$ cat src/rtl/key_scan_pkg.sv
// Shared definitions for the key matrix scanner.
//   - Matrix geometry (4 columns x 5 rows) and the "no key" code.
//   - Debounce FSM state encoding.
//   - key_code(): matrix position to key code (row*4 + col + 1).
//   - code_min(): lowest nonzero code of two, used to resolve multi-key presses.
package key_scan_pkg;

  localparam int unsigned NUM_COLS = 4;
  localparam int unsigned NUM_ROWS = 5;
  localparam logic [4:0]  KEY_NONE = 5'd0;

  typedef logic [1:0] key_state_t;

  localparam key_state_t IDLE     = 2'd0;
  localparam key_state_t PRESS_DB = 2'd1;
  localparam key_state_t HELD     = 2'd2;
  localparam key_state_t REL_DB   = 2'd3;

  function automatic logic [4:0] key_code(input logic [2:0] row, input logic [1:0] col);
    return {row, 2'b00} + {3'b000, col} + 5'd1;
  endfunction

  // KEY_NONE never wins against a real code.
  function automatic logic [4:0] code_min(input logic [4:0] a, input logic [4:0] b);
    if (a == KEY_NONE) return b;
    if (b == KEY_NONE) return a;
    return (a < b) ? a : b;
  endfunction

endpackage

$ cat src/rtl/key_col_scanner.sv
// Column scan sequencer for the key matrix.
// Drives one column at a time for SCAN_DIV clocks, samples the rows on the last clock of each
// column and reduces one full frame (all 4 columns) to the lowest pressed key code.
// Ports:
//   i_clk, i_rstn   clock, asynchronous active-low reset
//   i_key_in        matrix rows, active-high
//   o_key_out       registered one-hot column drive
//   o_frame_done    1-cycle strobe on the column-3 sample cycle (frame complete)
//   o_frame_code    lowest code seen in the frame, KEY_NONE if empty; valid with o_frame_done
module key_col_scanner
  import key_scan_pkg::*;
#(
  parameter int unsigned SCAN_DIV = 10000
) (
  input  logic                i_clk,
  input  logic                i_rstn,
  input  logic [NUM_ROWS-1:0] i_key_in,
  output logic [NUM_COLS-1:0] o_key_out,
  output logic                o_frame_done,
  output logic [4:0]          o_frame_code
);

  localparam int unsigned      TickW    = (SCAN_DIV > 1) ? $clog2(SCAN_DIV) : 1;
  localparam logic [TickW-1:0] TickLast = TickW'(SCAN_DIV - 1);

  logic [TickW-1:0]    tick_q, tick_d;
  logic [1:0]          col_q, col_d;
  logic [NUM_COLS-1:0] key_out_q, key_out_d;
  logic [4:0]          frame_min_q, frame_min_d;
  logic [4:0]          col_code;
  logic                sample;

  // Lowest asserted row gives the lowest code within the current column.
  always_comb begin
    col_code = KEY_NONE;
    for (int r = int'(NUM_ROWS) - 1; r >= 0; r--) begin
      if (i_key_in[r]) col_code = key_code(3'(r), col_q);
    end
  end

  always_comb begin
    sample       = (tick_q == TickLast);
    tick_d       = sample ? '0 : tick_q + TickW'(1);
    col_d        = col_q + {1'b0, sample};
    // Drive the new column on the same edge col_idx advances, so it is settled by the sample.
    key_out_d    = 4'b0001 << col_d;
    o_frame_code = code_min(frame_min_q, col_code);
    o_frame_done = sample && (col_q == 2'(NUM_COLS - 1));
    frame_min_d  = frame_min_q;
    if (sample) frame_min_d = o_frame_done ? KEY_NONE : o_frame_code;
  end

  always_ff @(posedge i_clk or negedge i_rstn) begin
    if (!i_rstn) begin
      tick_q      <= '0;
      col_q       <= 2'd0;
      key_out_q   <= 4'b0001;
      frame_min_q <= KEY_NONE;
    end else begin
      tick_q      <= tick_d;
      col_q       <= col_d;
      key_out_q   <= key_out_d;
      frame_min_q <= frame_min_d;
    end
  end

  assign o_key_out = key_out_q;

endmodule

$ cat src/rtl/key_scan_ctrl.sv
// Key matrix controller: column scanning plus frame-based debouncing.
// A key is accepted after DEBOUNCE_FRAMES consecutive frames with the same lowest code and is
// released after DEBOUNCE_FRAMES consecutive frames without it.
// Ports:
//   i_clk, i_rstn   clock (10 MHz nominal), asynchronous active-low reset
//   i_key_in        matrix rows, active-high, row r = bit r
//   o_key_out       matrix column drive, one-hot active-high
//   o_key_valid     1-cycle pulse when a press is accepted
//   o_key_code      last accepted code (row*4 + col + 1), 0 after reset
//   o_key_hold      accepted key still pressed
//   o_key_release   1-cycle pulse when the held key is released
module key_scan_ctrl
  import key_scan_pkg::*;
#(
  parameter int unsigned SCAN_DIV        = 10000,
  parameter int unsigned DEBOUNCE_FRAMES = 4
) (
  input  logic                i_clk,
  input  logic                i_rstn,
  input  logic [NUM_ROWS-1:0] i_key_in,
  output logic [NUM_COLS-1:0] o_key_out,
  output logic                o_key_valid,
  output logic [4:0]          o_key_code,
  output logic                o_key_hold,
  output logic                o_key_release
);

  localparam int unsigned     CntW      = $clog2(DEBOUNCE_FRAMES + 1);
  localparam logic [CntW-1:0] CntTarget = CntW'(DEBOUNCE_FRAMES);
  localparam logic [CntW-1:0] CntOne    = CntW'(1);

  logic       frame_done;
  logic [4:0] frame_code;

  key_col_scanner #(
    .SCAN_DIV(SCAN_DIV)
  ) u_scanner (
    .i_clk       (i_clk),
    .i_rstn      (i_rstn),
    .i_key_in    (i_key_in),
    .o_key_out   (o_key_out),
    .o_frame_done(frame_done),
    .o_frame_code(frame_code)
  );

  key_state_t      state_q, state_d;
  logic [4:0]      cand_q, cand_d;
  logic [CntW-1:0] cnt_q, cnt_d, cnt_inc;
  logic [4:0]      code_q, code_d;
  logic            valid_q, valid_d;
  logic            hold_q, hold_d;
  logic            release_q, release_d;

  always_comb begin
    state_d   = state_q;
    cand_d    = cand_q;
    cnt_d     = cnt_q;
    code_d    = code_q;
    hold_d    = hold_q;
    valid_d   = 1'b0;
    release_d = 1'b0;
    cnt_inc   = cnt_q + CntOne;

    if (frame_done) begin
      unique case (state_q)
        IDLE: begin
          if (frame_code != KEY_NONE) begin
            cand_d = frame_code;
            if (CntTarget == CntOne) begin
              state_d = HELD;
              cnt_d   = '0;
              code_d  = frame_code;
              valid_d = 1'b1;
              hold_d  = 1'b1;
            end else begin
              state_d = PRESS_DB;
              cnt_d   = CntOne;
            end
          end
        end
        PRESS_DB: begin
          if (frame_code == cand_q) begin
            if (cnt_inc == CntTarget) begin
              state_d = HELD;
              cnt_d   = '0;
              code_d  = cand_q;
              valid_d = 1'b1;
              hold_d  = 1'b1;
            end else begin
              cnt_d = cnt_inc;
            end
          end else if (frame_code == KEY_NONE) begin
            state_d = IDLE;
            cand_d  = KEY_NONE;
            cnt_d   = '0;
          end else begin
            // A different key restarts the debounce with the new candidate.
            cand_d = frame_code;
            cnt_d  = CntOne;
          end
        end
        HELD: begin
          if (frame_code != cand_q) begin
            if (CntTarget == CntOne) begin
              state_d   = IDLE;
              cand_d    = KEY_NONE;
              cnt_d     = '0;
              hold_d    = 1'b0;
              release_d = 1'b1;
            end else begin
              state_d = REL_DB;
              cnt_d   = CntOne;
            end
          end
        end
        REL_DB: begin
          if (frame_code == cand_q) begin
            state_d = HELD;
            cnt_d   = '0;
          end else if (cnt_inc == CntTarget) begin
            state_d   = IDLE;
            cand_d    = KEY_NONE;
            cnt_d     = '0;
            hold_d    = 1'b0;
            release_d = 1'b1;
          end else begin
            cnt_d = cnt_inc;
          end
        end
        default: begin
          state_d = IDLE;
          cnt_d   = '0;
        end
      endcase
    end
  end

  always_ff @(posedge i_clk or negedge i_rstn) begin
    if (!i_rstn) begin
      state_q   <= IDLE;
      cand_q    <= KEY_NONE;
      cnt_q     <= '0;
      code_q    <= KEY_NONE;
      valid_q   <= 1'b0;
      hold_q    <= 1'b0;
      release_q <= 1'b0;
    end else begin
      state_q   <= state_d;
      cand_q    <= cand_d;
      cnt_q     <= cnt_d;
      code_q    <= code_d;
      valid_q   <= valid_d;
      hold_q    <= hold_d;
      release_q <= release_d;
    end
  end

  assign o_key_valid   = valid_q;
  assign o_key_code    = code_q;
  assign o_key_hold    = hold_q;
  assign o_key_release = release_q;

endmodule

$ cat config.mk
export PLATFORM = sky130hd
export DESIGN_NAME = key_scan_ctrl
export DESIGN_NICKNAME = d
export VERILOG_FILES = /design/src/rtl/key_scan_pkg.sv /design/src/rtl/key_col_scanner.sv /design/src/rtl/key_scan_ctrl.sv
export SDC_FILE = /design/constraint.sdc
export NUM_CORES = 1
export LEC_CHECK = 0
export BUFFER_PORTS_ARGS = -buffer_cell sky130_fd_sc_hd__buf_2
export CAP_MARGIN = 15
export CORE_MARGIN = 2
export CORE_UTILIZATION = 56
export CTS_BUF_LIST = sky130_fd_sc_hd__clkbuf_4
export DETAILED_ROUTE_END_ITERATION = 10
export GPL_ROUTABILITY_DRIVEN = 0
export GPL_TIMING_DRIVEN = 1
export PLACE_DENSITY = 0.9
export SYNTH_ARGS = -nofsm -noshare
export SYNTH_HDL_FRONTEND = slang
export SYNTH_HIERARCHICAL = 1
export SYNTH_SLANG_ARGS = --single-unit
export TNS_END_PERCENT = 10
$ cat constraint.sdc
create_clock -name i_clk -period 4.5 [get_ports i_clk]
set_input_delay 0.225 -clock i_clk [delete_from_list [all_inputs] [get_ports i_clk]]
set_output_delay 0.225 -clock i_clk [all_outputs]
set_load 0.1 [all_outputs]
==> flow_summary_export.csv <==
group,metric,value,unit
clock_tree,post_cts_buffers,0,
routing,vias,1962,
setup_path,crit_fanout,16,
synthesis,synth-edff-count,0,
routing,antenna_left,0,
setup_path,worstPathRequired,4750,ps
setup_path,critPathMaxStageDelay,490,ps
placement,placed_area,0.00268,mm^2
timing,hold_violations,23,
global_routing,antenna_found_initial,0,
timing,setup_tns,0,ps
setup_path,timing.rr.start,"u_scanner/col_q[1]",
hold_path,hp-class,"in2async",
setup_path,worstPathCellList,"ha_2, nor2b_1, nor3_1, or3_2, ha_1, and3_2, a221o_1, a311oi_2, a21oi_4, a21oi_1, xnor2_1, and2_4, nand2_4, or3_4, mux2_4",
power_and_ir_drop,leakage,1.34,nW
clock_tree,numCtsBuffers,5,
power_and_ir_drop,p_int,0.000509,W
synthesis,yosysSeqAreaShare,42.4,%
cells_and_area,drive_gt1_share,22.5,%
timing,setup_viol,0,
setup_path,worstSetupPathType,"reg2reg",
routing,routed_wl,4.97,mm
power_and_ir_drop,pwr-share-seq,57.3,%
cells_and_area,fillers,314,
floorplanning,io_pins,19,
floorplanning,start_util,58.3,%
power_and_ir_drop,p_per_area,254,mW/mm^2
setup_path,reg2regPathDepth,15,
cells_and_area,antennaDiodeCount,0,
floorplanning,die_h,71.3,um
power_and_ir_drop,p_total,0.000707,W
global_routing,grt_overflow,0,
floorplanning,die_w,71.3,um
setup_path,cp_data_arrival_time,4570,ps
timing,slew_violations,0,
placement,numPortBuffers,18,
timing,worst_pin_slew,939,ps
run_status,violations,"negative hold slack",
timing,max_slew_margin,37.4,%
power_and_ir_drop,swShare,28.1,%
timing,rsz0062_at_grt,"false",
setup_path,setup.worst_path.start_class,"flip-flop",
global_routing,grt_max_degree,44,
clock_tree,clockRootBuffer,"clkbuf_4",
timing,fmaxAchievable,232,MHz
power_and_ir_drop,power.share.clock,27.3,%
clock_tree,cts.clk_slew.worst_paths,120,ps
synthesis,synth_warnings,6,
clock_tree,clock_latency,360,ps
clock_tree,clock-sinks,43,
synthesis,synth_cell_types,59,
power_and_ir_drop,switching_power,0.000198,W
routing,vias_per_cell,5.98,
routing,first_pass_iters,4,
timing,hold-worst-slack,-7.31,ps
placement,dp_hpwl,3.53,mm
global_routing,grt_use_total,20.2,%
timing,worst_clock_skew,12.0,ps
synthesis,async_flop_share,100,%
setup_path,cpMaxStageDelayCell,"or3_2",
run,maxCapViolations,0,
floorplanning,design.die.area,0.00509,mm^2
clock_tree,cts-htree-levels,2,
clock_tree,cts_hold_buf,0,
global_routing,grt_pass1_wl,8.27,mm
run_status,status,"complete, but fails checks",
cells_and_area,final_area,0.00278,mm^2
timing,fin_crit,4310,ps
routing,wire_per_inst,15.1,um
power_and_ir_drop,vdd_drop_max,0.120,mV
synthesis,synth_seq_cells,43,
placement,post-place-ws,11.1,ps
timing,fin_ws,185,ps
timing,period_share,95.9,%
floorplanning,rows,24,
synthesis,synth_nets,269,
synthesis,syn-cell-area,0.00254,mm^2
global_routing,grt_pass1_vias,1847,
cells_and_area,syn_to_final_growth,9.41,%
cells_and_area,finalNetCount,292,
routing,drc,0,
routing,first_iter_violations,205,
clock_tree,cts_buffer_depth,2,
synthesis,syn_inst,252,
synthesis,yosys_most_used_dff,"dfrtp_1",
power_and_ir_drop,pwr-share-comb,15.4,%
setup_path,regToRegEndpoint,"o_key_code[3]",
setup_path,ff2ff_setup_slack,190,ps
setup_path,end_kind,"flip-flop",
clock_tree,cts_tree,"yes",
synthesis,avgSynthCellArea,10.1,um^2
floorplanning,core,0.00435,mm^2
## cells in the final DEF, fill, tap and decap left out, types with 2 or more instances in the layout
cell,n
clkbuf_4,6
or3_4,3
nor2_1,20
xor2_1,4
a31oi_1,3
nand3_1,12
a21oi_4,2
and2_1,3
ha_1,9
buf_2,18
o21ai_0,12
nand2b_4,2
nor2b_1,3
mux2i_2,2
o21ai_1,2
a221o_1,5
inv_1,13
o21a_1,2
buf_4,4
or3_1,3
mux2i_1,7
o311ai_0,2
nor3_1,13
dfrtp_1,42
a21oi_1,7
xnor2_1,12
and3_1,3
and2b_1,2
or2_2,2
nand2_1,20
mux2_4,5
## sequential cells by signal, indices dropped and copies added, names as in the netlist, named ones only
| register | cells |
|---|---|
| u_scanner/frame_min_q | 5 |
| o_key_valid | 1 |
| cnt_q | 3 |
| state_q | 1 |
| cand_q | 5 |
| u_scanner/tick_q | 14 |
| u_scanner/o_key_out | 4 |
| o_key_hold | 1 |
| o_key_release | 1 |
| o_key_code | 5 |
| u_scanner/col_q | 2 |
## how the worst max path moves through the flow
stage	slack, ps	from	depth (start not counted)	end
floorplan	200	u_scanner/col_q[0]	17	o_key_code[0]
global placement	140	u_scanner/col_q[1]	15	o_key_code[1]
detailed placement	10	u_scanner/col_q[1]	15	o_key_code[1]
CTS	10	u_scanner/col_q[1]	16	cand_q[3]
global route	2	u_scanner/col_q[1]	15	cand_q[3]
finish	190	u_scanner/col_q[1]	15	o_key_code[3]
## synth_stat cells (3+ instances only)
cell / instances / area [um^2]
dfrtp_1: 42 / 1050
xor2_1: 4 / 35.0
nand2_1: 20 / 75.1
and2_1: 3 / 18.8
a31oi_1: 3 / 18.8
nand3_1: 12 / 60.1
mux2_4: 5 / 75.1
a221o_1: 5 / 50.1
mux2i_1: 9 / 90.1
inv_1: 13 / 48.8
o21ai_0: 12 / 60.1
xnor2_1: 13 / 114
and3_1: 3 / 18.8
or3_1: 4 / 25.0
a21oi_1: 7 / 35.0
ha_1: 10 / 125
nor3_1: 14 / 70.1
nor2_1: 20 / 75.1
nor2b_1: 3 / 18.8
## power groups by stage
| stage | Clock (W) | Sequential, W | Combinational, W |
|---|---|---|---|
| global route | 0.000217 | 0.000407 | 0.000120 |
| finish | 0.000193 | 0.000405 | 0.000109 |
| CTS | 0.000198 | 0.000404 | 0.000104 |
| floorplan | 0 | 0.000408 | 0.0000757 |
| global placement | 0 | 0.000411 | 0.0000973 |
| detailed placement | 0 | 0.000412 | 0.000102 |
## cell type report
cell class	instances	area, um^2	share of cell area, %
Multi-Input combinational cell	189	1410	50.6
Sequential cell	43	1080	38.8
Timing Repair Buffer	22	120	4.32
Tap cell	52	65.1	2.34
Inverter	14	52.6	1.89
Clock buffer	6	45.0	1.62
Clock inverter	2	13.8	0.495
## logic make-up after synthesis
kind of cell / count (synthesis) / synth area share, %
buf+inv: 20 / 3.89
compound gates: 47 / 14.4
fa+ha+maj: 10 / 4.93
mux: 14 / 6.50
xor+xnor: 17 / 5.86
simple gates: 101 / 22.0
flops: 43 / 42.4
## stage by stage
step           utilization [%]  instances
2_1_floorplan                -        252
3_3_place_gp              61.5        320
3_5_place_dp              61.5        320
4_1_cts                   63.2        328
5_1_grt                   63.8        328
6_report                  63.8        328
## critical path, delay by kind of cell, from the launching register on
family | cells | cell delay [ps]
AOI/OAI and AO/OA | 4 | 1140
xor gates and xnor gates | 1 | 210
adders and majority gates | 2 | 510
DFF | 1 | 430
muxes | 1 | 310
and+or+nand+nor | 7 | 1590
## what timing repair did
| item | CTS | global route |
|---|---|---|
| setup endpoints to repair | 5 | 14 |
| pin swaps | 0 | 2 |
| gates resized for setup | 3 | 5 |
## per-layer routing
metal  vias up  track usage (%)  wire length [um]
met1       935             26.8              2220
met3        11             3.09               258
met4         0             8.39                87
li1        946                -                 -
met2        70             33.2              2400
met5         -                0                 0
Note: power is estimated with default switching activity, not from simulation.
